### src/rtl/mips_wb_pkg.sv
// rtl/mips_wb_pkg.sv - shared codes for the MIPS MEM/WB write-back stage
//
// Contents:
//   ld_type_e : load width/sign codes carried from MEM (5-7 decode as LW)
//   wb_sel_e  : write-back source select (WB_RSVD decodes as ALU)
//   REG_ZERO  : hard-wired zero register index, never written

package mips_wb_pkg;

    typedef enum logic [2:0] {
        LD_LW  = 3'd0,
        LD_LB  = 3'd1,
        LD_LBU = 3'd2,
        LD_LH  = 3'd3,
        LD_LHU = 3'd4
    } ld_type_e;

    typedef enum logic [1:0] {
        WB_ALU  = 2'd0,
        WB_LOAD = 2'd1,
        WB_LINK = 2'd2,
        WB_RSVD = 2'd3
    } wb_sel_e;

    localparam logic [4:0] REG_ZERO = 5'd0;

endpackage

### src/rtl/wb_load_align.sv
// rtl/wb_load_align.sv - little-endian load lane extraction and misalignment check
//
// Ports:
//   i_rdata     [31:0] raw word from data memory
//   i_addr_lo   [1:0]  low bits of the load effective address
//   i_ld_type   [2:0]  load type code (mips_wb_pkg::ld_type_e)
//   o_data      [31:0] aligned, sign/zero extended load value
//   o_misalign         halfword on odd address, or word on non-zero offset
//
// Purely combinational.

module wb_load_align
    import mips_wb_pkg::*;
(
    input  logic [31:0] i_rdata,
    input  logic [1:0]  i_addr_lo,
    input  logic [2:0]  i_ld_type,
    output logic [31:0] o_data,
    output logic        o_misalign
);

    logic [7:0]  w_byte;
    logic [15:0] w_half;

    // Byte lane a occupies bits [8a+7:8a]; halfword lane is picked by addr_lo[1].
    always_comb begin
        w_byte = i_rdata[7:0];
        case (i_addr_lo)
            2'd0: w_byte = i_rdata[7:0];
            2'd1: w_byte = i_rdata[15:8];
            2'd2: w_byte = i_rdata[23:16];
            2'd3: w_byte = i_rdata[31:24];
            default: w_byte = i_rdata[7:0];
        endcase
    end

    assign w_half = i_addr_lo[1] ? i_rdata[31:16] : i_rdata[15:0];

    always_comb begin
        o_data     = i_rdata;
        o_misalign = 1'b0;
        case (i_ld_type)
            LD_LB: begin
                o_data = {{24{w_byte[7]}}, w_byte};
            end
            LD_LBU: begin
                o_data = {24'd0, w_byte};
            end
            LD_LH: begin
                o_data     = {{16{w_half[15]}}, w_half};
                o_misalign = i_addr_lo[0];
            end
            LD_LHU: begin
                o_data     = {16'd0, w_half};
                o_misalign = i_addr_lo[0];
            end
            default: begin
                // LW and the unused codes 5-7 all behave as a full-word load.
                o_data     = i_rdata;
                o_misalign = (i_addr_lo != 2'd0);
            end
        endcase
    end

endmodule

### src/rtl/wb_stage.sv
// rtl/wb_stage.sv - MEM/WB pipeline register and register-file write-back formation
//
// Parameters:
//   LINK_OFFSET : added to the instruction PC for link writes (jal/jalr, delay slot)
//
// Ports:
//   clk, reset                  pipeline clock, asynchronous active-high reset
//   stall                       hold WB contents
//   flush                       turn the incoming MEM instruction into a bubble
//   in_valid, in_we, in_rw_no   MEM instruction valid, GPR write, destination
//   in_wb_sel, in_ld_type       result source, load type
//   in_addr_lo                  low bits of the load address
//   in_alu_res, in_mem_rdata    ALU result, raw memory word
//   in_pc                       instruction PC
//   RW_no, Din, WE              register-file write port
//   wb_valid, wb_pc             WB instruction valid and its PC
//   addr_err                    misaligned load in WB
//   retire_cnt [31:0]           retired instruction count (only with WB_RETIRE_CNT_EN)
//
// Optional feature macro: WB_RETIRE_CNT_EN
//
// Outputs are derived only from registered fields, so they settle right after
// posedge and stay stable for the register file's negedge write.

module wb_stage
    import mips_wb_pkg::*;
#(
    parameter logic [31:0] LINK_OFFSET = 32'd8
)(
    input  logic        clk,
    input  logic        reset,
    input  logic        stall,
    input  logic        flush,
    input  logic        in_valid,
    input  logic        in_we,
    input  logic [4:0]  in_rw_no,
    input  logic [1:0]  in_wb_sel,
    input  logic [2:0]  in_ld_type,
    input  logic [1:0]  in_addr_lo,
    input  logic [31:0] in_alu_res,
    input  logic [31:0] in_mem_rdata,
    input  logic [31:0] in_pc,
    output logic [4:0]  RW_no,
    output logic [31:0] Din,
    output logic        WE,
    output logic        wb_valid,
    output logic [31:0] wb_pc,
    output logic        addr_err
`ifdef WB_RETIRE_CNT_EN
    ,
    output logic [31:0] retire_cnt
`endif
);

    logic        r_valid;
    logic        r_we;
    logic [4:0]  r_rw_no;
    logic [1:0]  r_wb_sel;
    logic [2:0]  r_ld_type;
    logic [1:0]  r_addr_lo;
    logic [31:0] r_alu_res;
    logic [31:0] r_mem_rdata;
    logic [31:0] r_pc;
    // Set while an instruction is being held by stall after its first WB
    // cycle; it blocks a second register-file write of the same result.
    logic        r_done;

    logic [31:0] w_ld_data;
    logic        w_misalign;

    always_ff @(posedge clk or posedge reset) begin
        if (reset) begin
            r_valid     <= 1'b0;
            r_we        <= 1'b0;
            r_rw_no     <= 5'd0;
            r_wb_sel    <= 2'd0;
            r_ld_type   <= 3'd0;
            r_addr_lo   <= 2'd0;
            r_alu_res   <= 32'd0;
            r_mem_rdata <= 32'd0;
            r_pc        <= 32'd0;
            r_done      <= 1'b0;
        end else if (flush) begin
            // Flush wins over stall; the payload fields are left as they were
            // because a bubble's RW_no/Din are don't-care.
            r_valid <= 1'b0;
            r_done  <= 1'b0;
        end else if (stall) begin
            r_done <= r_valid;
        end else begin
            r_valid     <= in_valid;
            r_we        <= in_we;
            r_rw_no     <= in_rw_no;
            r_wb_sel    <= in_wb_sel;
            r_ld_type   <= in_ld_type;
            r_addr_lo   <= in_addr_lo;
            r_alu_res   <= in_alu_res;
            r_mem_rdata <= in_mem_rdata;
            r_pc        <= in_pc;
            r_done      <= 1'b0;
        end
    end

    wb_load_align u_load_align (
        .i_rdata    (r_mem_rdata),
        .i_addr_lo  (r_addr_lo),
        .i_ld_type  (r_ld_type),
        .o_data     (w_ld_data),
        .o_misalign (w_misalign)
    );

    always_comb begin
        Din = r_alu_res;
        case (r_wb_sel)
            WB_LOAD: Din = w_ld_data;
            WB_LINK: Din = r_pc + LINK_OFFSET;
            default: Din = r_alu_res;
        endcase
    end

    assign RW_no    = r_rw_no;
    assign wb_valid = r_valid;
    assign wb_pc    = r_pc;

    // The misalign flag is only meaningful for a valid load.
    assign addr_err = r_valid && (r_wb_sel == WB_LOAD) && w_misalign;

    assign WE = r_valid && r_we && (r_rw_no != REG_ZERO) && !addr_err && !r_done;

`ifdef WB_RETIRE_CNT_EN
    logic [31:0] r_retire_cnt;

    // Counts every instruction once on leaving its first WB cycle, whether
    // or not it writes a register or faults.
    always_ff @(posedge clk or posedge reset) begin
        if (reset) begin
            r_retire_cnt <= 32'd0;
        end else if (r_valid && !r_done) begin
            r_retire_cnt <= r_retire_cnt + 32'd1;
        end
    end

    assign retire_cnt = r_retire_cnt;
`endif

endmodule

### config.mk
export PLATFORM = sky130hd
export DESIGN_NAME = wb_stage
export DESIGN_NICKNAME = d
export VERILOG_FILES = /design/src/rtl/mips_wb_pkg.sv /design/src/rtl/wb_load_align.sv /design/src/rtl/wb_stage.sv
export SDC_FILE = /design/constraint.sdc
export NUM_CORES = 1
export LEC_CHECK = 0
export ABC_AREA = 1
export BUFFER_PORTS_ARGS = -buffer_cell sky130_fd_sc_hd__buf_2
export CAP_MARGIN = 10
export CORE_MARGIN = 2
export CORE_UTILIZATION = 34
export DETAILED_ROUTE_END_ITERATION = 7
export SYNTH_ARGS = -nofsm -noshare
export SYNTH_HDL_FRONTEND = slang
export SYNTH_SLANG_ARGS = --single-unit
### constraint.sdc
create_clock -name clk -period 3.05 [get_ports clk]
set_input_delay 0.1525 -clock clk [delete_from_list [all_inputs] [get_ports clk]]
set_output_delay 0.1525 -clock clk [all_outputs]
set_load 0.005 [all_outputs]
======== After elaboration in Yosys (flattened, before gate mapping) ========
Index checks and enable logic that the tools add are counted.
word-level totals
  output and inout bits ................... 72
  bits in registers ....................... 111
  bits of input ports ..................... 114
  word-level logic and storage cells ...... 46
operators by class
  reductions and logical operators ........ 14
  equal/unequal tests ..................... 10
  add/subtract/negate cells ............... 1
  muxes and demuxes ....................... 9
  bitwise gates (word level) .............. 2
operators by type and width
  kind                     number
  $pmux W32 S4             1
  $pmux W32 S2             1
  $add A32 B4 Y32 const B  1
  $pmux W8 S4              1
  $mux W16                 1
  $eq A2 B2 Y1 const B     3
  $eq A3 B2 Y1 const B     2
  $logic_and A1 B1 Y1      6
  $reduce_bool A5 Y1       1
  $eq A2 B1 Y1 const B     2
  $mux W1                  4
  $reduce_or A2 Y1         2
  $eq A3 B1 Y1 const B     1
  $eq A3 B3 Y1 const B     1
  $logic_not A1 Y1         2
  $logic_not A2 Y1         1
  $ne A2 B1 Y1 const B     1
  $not A1 Y1               2
  $pmux W1 S2              1
  $reduce_and A2 Y1        1
  $reduce_bool A2 Y1       1

======== Logic depth before layout (Yosys ltp) ========
Gate-level depths: netlist of run 1.
  depth after elaboration ................. 7
  mapped depth ............................ 11
  mapped depth without buffers ............ 11

======== Cells and area by module ========
From an unflattened synthesis of run 1, not the netlist that was laid out.
unflattened totals
  cells, all modules ...................... 949
  area, all modules ....................... 6936.7 µm²
modules (own cells, without submodules)
  module         seq. area each (µm²)  times used  area each (µm²)  cells an instance
  wb_stage       2777.7                1           5594.1           750
  wb_load_align  0.0                   1           1342.5           199

======== Worst setup path after synthesis of run 1 ========
OpenSTA, ideal clock, no wires.
  kind .................................... register to output
  start point ............................. reg r_wb_sel[0]
  end point ............................... out Din[2]
  stages on the path, launching flop included .. 7
  arrival time ............................ 1442 ps
  slack ................................... 1456 ps
  data required time ...................... 2897 ps
  cells stage by stage .................... dfrtp_1 inv_1 ha_1 clkbuf_1 clkbuf_1 a21oi_1 a21oi_1
on the way
  word-level cells in the longest chain between the ends .. 2
  elaborated cells between the ends (all ways) .. 3
  classes of those cells .................. eq/ne: 2; mux: 1
RTL lines
  item                                                 line             source
  start: declaration                                   wb_stage.sv:58   logic [1:0] r_wb_sel;
  start signal: assignment                             wb_stage.sv:94   r_wb_sel <= in_wb_sel;
  $eq A2 B2 Y1 / $eq A2 B1 Y1 (equally long branches)  wb_stage.sv:114  case (r_wb_sel)
  $pmux W32 S2 (*)                                     wb_stage.sv:114
  end: declaration                                     wb_stage.sv:44   output logic [31:0] Din,
Every way passes the cells marked *; elsewhere a longest branch is shown, timed or not.

======== Worst setup path in the final report of run 1 ========
  start point ............................. reg r_pc[8], in the netlist wb_pc[8]
  end point ............................... out Din[28]
on the way
  word-level cells in the longest chain between the ends .. 2
RTL lines
  item                      line             source
  start: declaration        wb_stage.sv:63   logic [31:0] r_pc;
  start signal: assignment  wb_stage.sv:99   r_pc <= in_pc;
  $add A32 B4 Y32           wb_stage.sv:116  WB_LINK: Din = r_pc + LINK_OFFSET;
  $pmux W32 S2              wb_stage.sv:114
Every way passes these cells.

==> summary.md, run 1 <==
When the netlist entered floorplanning its net count stood at 1,100. Summed over all layers, the global routing overflow is 0. Dividing total power by cell area gives a power density of 537 mW/mm2.

For this block, the routed nets add up to 24,700 um of wire. From synthesis to final layout, the design area changed by 32.0%. The logs give 0 for the buffer count from post-CTS setup fixing and 111 for the sink count of the clock tree.

In the routed design, unresolved DRC markers number 0. After clock tree synthesis, the clock-pin slew on the worst setup and hold paths is 80 ps. In the layout the commonest cells are nand2_1 (416), buf_2 (185), dfrtp_1 (111). The worst ir drop on vdd was 0.324 mV. The number of search-and-repair iterations in the first detailed-routing pass was 5. Once layout is complete, the cells apart from fillers number 1,471.

In this run the deepest clock path goes through 2 buffers. Dividing the detail-routed via count by the number of cells gives 4.82. The worst hold slack after final layout is 3.80 ps.

In this run the worst hold path is classified as in2reg. The run gives 31 as the unique cell type count in the Yosys netlist. The final layout contains 1,323 nets.

For the final routed database, the setup TNS stands at 0 ps. The HPWL after detailed placement came out at 18,500 um. The final route contains 7,095 vias. Max-cap violations in this run came to 0.

The run gives 389 MHz as the upper clock frequency limit. The run gives 6,839 as the via count of the first global-routing pass. The full die area was 0.0205 mm2. The setup check on the worst reg-to-reg path leaves a slack of 1980 ps. The setup clock skew after layout was 0.114 ps. At the worst endpoint, the arrival time is 2420 ps. The average cell area after synthesis came out at 6.68 um2. Dividing the detail-routed wire length by the instance count gives 16.8 um. Summing all placed instances gives a cell area of 0.00772 mm2. Wire length of the first global-routing pass: 38,000 um. At the pin with the least slew margin, the transition time is 669 ps. The worst setup path is launched from a register.

The clock tree synthesis step divided the H-tree into 3 levels. Along the worst path, the maximum fanout reaches 7. The height of the die is 143 um, and the number of diodes added for antenna fixing is 0. The total routing usage reported by global routing came out at 24.4%. TritonCTS built the clock tree. The tools report the clock root buffer as clkbuf_16.

The worst setup path is captured at a primary output. Floorplan core area: 0.0188 mm2. The routed design could run at a clock period as short as 2570 ps. For this design the top-level I/O count stands at 186.

The final critical path takes up 84.4% of the cycle. The count of nets left with antenna violations once routing finished came out at 0. Total standard cell area after synthesis: 0.00657 mm2. In this run, placement finished with an instance count of 1,393. The die span in x was 143 um; the post-synthesis sequential element count was 111.

The hold violation count in the final report is 0. In the final layout, the share of cells above drive strength 1 is 20.0%. The flow ran to the end, and the final reports show no timing, DRC or antenna violations. The finished cells cover 0.00867 mm2.

The count of input and output buffers was 185; the starting density of the core was 34.9%. The clock reaches the later pin of the worst-skew pair after 360 ps. The sequential fraction of the synthesis area is 42.3%, and the TritonCTS buffer count is 9. The initialized floorplan defines 50 standard-cell rows. For the largest net degree at the start of global routing, the log shows 112. The worst setup path is of the reg2out kind. The number of antenna violations at the first check in global routing was 0.

The tools report the count of mapped cells out of synthesis as 983. The library cell used most frequently in the layout, excluding fill and tap cells, is nand2_1. The congestion estimate from routability-driven global placement came to 0.957.

The logs give 541 for the number of DRC markers after the initial detailed-route iteration and 2900 ps for the critical path required time. The final-layout fill cell count was 1,948. Setup repair after global routing left no endpoint under its margin. The tools report the synthesis warning total as 0. The final max-slew violation count was 0; the number of endpoints failing setup at the final stage was 0. For this design the static power due to leakage is 4.43 nW. In this run the tightest slew margin relative to its limit is 55.3%.
[where the power goes]
group | internal [mW] | switching [mW] | total (mW) | leakage, nW
Clock | 0.769 | 0.568 | 1.34 | 0.159
Combinational | 0.535 | 0.953 | 1.49 | 2.90
Sequential | 1.65 | 0.179 | 1.83 | 1.37
Total | 2.96 | 1.70 | 4.66 | 4.43
[critical path: stages, from the launching register on]
cell and delay [ps]:
dfrtp_1 490, nand2_1 150, nor2_2 250, nand2_1 100
nor2_1 360, nand2_1 100, nand2_1 70, nand3_1 120
nand2_1 160, nand2_1 70, nand2_1 70, buf_2 110
[synth_stat cells]
cell	number	area share (%)
a21o_1	1	0.11
a21oi_1	34	2.6
a31oi_1	3	0.29
buf_1	1	0.057
buf_12	1	0.30
buf_2	16	1.2
buf_4	4	0.46
clkbuf_1	22	1.3
clkinv_1	1	0.057
dfrtp_1	111	42
ha_1	3	0.57
inv_1	76	4.3
inv_2	3	0.17
inv_4	1	0.095
nand2_1	416	24
nand2_2	5	0.48
nand3_1	51	3.9
nand3_2	12	1.8
nand3_4	1	0.27
nand4_1	5	0.48
nor2_1	91	5.2
nor2_2	6	0.57
nor2_4	1	0.17
nor2_8	1	0.30
nor3_1	7	0.53
o211ai_1	5	0.57
o21ai_0	101	7.7
o21ai_2	1	0.13
o311ai_0	1	0.13
or2_0	1	0.095
or2_2	1	0.095
[metrics by stage]
step	power (mW)	util, %	setup slack, ps
floorplan	2.65	-	1460
global placement	3.28	41.0	953
detailed placement	3.27	41.0	963
CTS	4.67	46.1	558
global route	4.94	46.1	346
finish	4.66	46.1	477
[final cells by class]
cell class	count	area [um2]	share of cell area [%]
multi-input cells	747	3270	37.8
flip-flops and latches	111	2780	32.0
repair buffers	256	1650	19.0
well taps	260	325	3.75
inverters	81	310	3.58
clock buffers	12	256	2.96
clock inverters	4	76.3	0.880
[timing repair]
item / 4_1_cts / 5_1_grt
endpoints found under the hold margin: 75 / 0
hold buffers: 62 / 0
gates resized for setup: 0 / 0
[path summary, 6_finish.rpt]
kind                                           start                         end  cells after the start
max in group asynchronous                      reset  r_mem_rdata[5]$_DFFE_PP0P_                      4
hold / removal                             in_pc[30]       wb_pc[30]$_DFFE_PP0P_                      3
min in group asynchronous                      reset        RW_no[0]$_DFFE_PP0P_                      4
setup reg to reg            r_addr_lo[0]$_DFFE_PP0P_    r_addr_lo[0]$_DFFE_PP0P_                      2
hold reg to reg            r_alu_res[16]$_DFFE_PP0P_   r_alu_res[16]$_DFFE_PP0P_                      2
setup / recovery                wb_pc[8]$_DFFE_PP0P_                     Din[28]                     11
[sequential cells by signal (all words and copies together) (netlist names), 2 cells and up]
name         count
RW_no            5
r_addr_lo        2
r_alu_res       32
r_ld_type        3
r_mem_rdata     32
r_wb_sel         2
wb_pc           32
[per-layer routing]
metal / global-route usage [%] / part of all wire [%] / wire length [um] / vias up
li1: - / - / - / 3548
met1: 34.7 / 47 / 11600 / 3245
met2: 37.5 / 44 / 10900 / 268
met3: 4.36 / 6.7 / 1660 / 34
met4: 7.76 / 2.2 / 544 / 0
met5: 0 / 0 / 0 / -
[cells by family (layout without fill, tap and decap cells)]
logic type                 Yosys count  count (layout)  synth area share [%]
DFF                                111             111                  42.3
adders and majority gates            3               3                 0.571
and+or+nand+nor                    598             598                  37.7
AOI/OAI and AO/OA                  146             146                  11.5
buffers and inverters              125             353                  7.96
(Power assumes the default switching activity.)
==> run 2, diff against run 1 <==
clock period = 2.07 ns   (was 3.05 ns; I/O delays follow)
==> run 2 against run 1 <==
Effect of this change: the flow now finishes with violations (negative setup slack); core utilization grew 8.4 points; highest routed layer unchanged; design area up 18%; sequential share of layout area fell by 4.8 points; combinational power increased by 99%; count of clock-buffer cells in the layout down 3; die area did not move; via count is 10% higher; non-clock buffer count up 111; register-to-register slack worse by 980 ps.
==> summary.md, run 2 (synthesis results as in run 1) <==
The first detailed-routing pass ran for 5 iterations. The net count of the finished layout is 1,438. The tools report the final-layout fill cell count as 1,872.

The type of origin of the critical path was a register. Measured along the x axis, the die boundary spans 143 um. Data on the critical path is required at its endpoint by 1970 ps.

STA classifies the critical path endpoint as a primary output. Relative to the synthesized area, the layout overhead comes to 56.1%. The minimum clock period is 2170 ps, and the worst max-slew margin expressed relative to the limit is 55.8%. The measured slew at the worst slew-check pin came out at 664 ps. The core region is 0.0188 mm2.

The setup slack of the critical path after layout is -102 ps. Buffers inserted during clock tree synthesis total 9. Final max-slew violation count: 0. The worst-case hold path end point was r_mem_rdata[24]$_DFFE_PP0P_. The run gives 7.49 mW as the post-route total power. The largest fanout on the critical path is 8. The logs give 0 for the remaining routing DRC violations and 111 for the sink count of the clock tree. With fillers left out, the area of the finished cells amounts to 0.0103 mm2. Worst-path cell with the longest stage delay: dfrtp_2. Entering global routing, the biggest net connects 112 pins. The later pin in the worst-skew pair is clocked with a latency of 370 ps.

The critical path class was reg2out. The via count of the first global-routing pass is 7,491, and the setup TNS is -1210 ps. The worst register-to-register path begins at wb_pc[11]$_DFFE_PP0P_.

Power spread over the standard cell area amounts to 731 mW/mm2. The logs give 0 for the hold violation count in the final report and 25 for the number of endpoints failing setup at the final stage. Summed over all cells, the static leakage comes to 5.06 nW. Setup slack on the worst reg-to-reg path comes out at 1000 ps.

After floorplanning, the core was divided into 50 placement rows. For the remaining global-route overflow, the log shows 0. The repair_antennas step left the layout with diodes totalling 0. Number of max-cap violations: 0. For the total wirelength of the detailed-routed design, the log shows 27,200 um. After legalization and detailed placement, the total HPWL measured 19,300 um.

The flow ran to the end, but the final reports show violations. Summing all multi-input logic gate instances after layout gives 0.00379 mm2. The worst hold path passes through 3 cells.

The worst-case IR drop observed on VDD is 0.494 mV. The cell depth of the worst flop-to-flop path is 5. At the end of routability-driven placement, the weighted congestion stood at 1.00. In this run the critical register-to-register path is captured at wb_pc[11]$_DFFE_PP0P_. For the setup clock skew after layout, the log shows 0.171 ps. The fraction of layout instances using a drive strength above 1 works out to 32.1%.

The share of the cycle needed by the critical path after routing came out at 105%. In the final layout, flip-flops and latches occupy 0.00279 mm2. The average detailed-routed wire length per instance was 17.1 um. Maximum count of clock buffers along a single path: 2. The worst min-delay path category was in2reg.

For the worst setup path, the data arrival time is 2070 ps. The remaining number of nets flagged by the antenna check after routing was 0. After clock tree synthesis, the clock-pin slew on the worst setup and hold paths is 80 ps. After detailed placement, the total cell area comes to 0.00793 mm2.

The first global-routing pass estimated 41,100 um of wire. For the post-route core utilization, the log shows 54.5%. Using the TritonRoute via totals, the vias-per-cell ratio works out to 4.92. For this design the top-level I/O count stands at 186. Across all layers, the routed design uses 7,810 vias. Once the floorplan was initialized, standard cells occupied 34.9% of the core.

The tools report the upper clock frequency limit as 460 MHz. The highest cell delay on the worst timing path works out to 450 ps. The root buffer cell chosen for the clock tree is clkbuf_16.

The critical path goes through nor2_2 > nand2_2 > nand2_4 > clkinvlp_4 > or2_0 > nand3_1 > nand2_1 > a21oi_2 > buf_2. The tools report the number of DRC markers after the initial detailed-route iteration as 627. The full die area is 0.0205 mm2, and the height of the die is 143 um. The most common cell after layout, fill and taps aside is nand2_1.

In this run the most critical hold path is launched from in_mem_rdata[24]. Setup repair after global routing could not meet its margin everywhere. In this run the tool buffered the top-level ports with 185 buffer cells.

In the layout the commonest cells are nand2_1 (383), buf_2 (185), dlygate4sd3_1 (110). TritonCTS built the clock tree. In this run the number of H-tree levels came out at 3. The total routing usage reported by global routing was 26.5%. The number of antenna violations at the first check in global routing is 0. The checks that failed: negative setup slack.
-- run 2: changes by cell type in the layout (fill, tap and decap cells not counted), sizes merged --
cell         delta
bufbuf          +1
inv             +2
bufinv          -2
nor2            +2
nand3           +1
buf            +61
dlygate4sd3    +48
clkbuf          -2
nand2           +1
clkinv          +2
clkinvlp        +1
-- run 2: worst max-delay path, delay by kind of cell, from the launching register on --
family / cells / cell delay (ps)
AO/OA/AOI/OAI: 1 / 150
AND/OR/NAND/NOR: 6 / 750
buffers and inverters: 2 / 340
flip-flops: 1 / 450
-- run 2: how the worst max path moves through the flow --
| stage | to | cells after the start | start |
|---|---|---|---|
| 2_1_floorplan | Din[2] | 6 | r_wb_sel[0]$_DFFE_PP0P_ |
| 3_3_place_gp | Din[26] | 10 | r_ld_type[1]$_DFFE_PP0P_ |
| 3_5_place_dp | Din[26] | 10 | r_ld_type[1]$_DFFE_PP0P_ |
| 4_1_cts | Din[23] | 13 | r_ld_type[0]$_DFFE_PP0P_ |
| 5_1_grt | Din[5] | 9 | r_ld_type[1]$_DFFE_PP0P_ |
| 6_report | Din[5] | 9 | r_ld_type[1]$_DFFE_PP0P_ |
-- run 2: through the flow --
step	worst slack (ps)	hold slack, ps	instances
detailed placement	57.3	307	1418
finish	-102	0.831	1586
floorplan	525	220	983
global placement	110	305	1418
CTS	-71.9	3.14	1569
global route	-195	29.9	1586
-- run 2: what timing repair did --
item	in CTS	in global routing
gates resized for setup	66	103
setup endpoints to repair	34	34
cloned	5	1
pin swaps	23	40
endpoints found under the hold margin	219	1
buffers inserted	21	15
hold buffers	109	1
-- run 2: cell type report --
class,count,share of cell area [%]
sequential,111,27.2
multi-input combinational,751,37.0
clock inverter,7,0.732
tap,260,3.17
inverter,81,3.20
clock buffer,9,2.20
timing repair buffer,367,26.5
-- run 2: power breakdown --
part | leakage [nW] | switching [mW] | internal, mW | total, mW
Combinational | 3.55 | 1.74 | 1.22 | 2.96
Sequential | 1.36 | 0.265 | 2.44 | 2.71
Clock | 0.145 | 0.959 | 0.862 | 1.82
Total | 5.06 | 2.97 | 4.53 | 7.49
-- run 2: layer usage --
metal  GRT usage [%]  routed length (um)
met1            37.6               12300
met2            40.5               12300
met3            5.10                1940
met4            8.81                 642
met5               0                   0
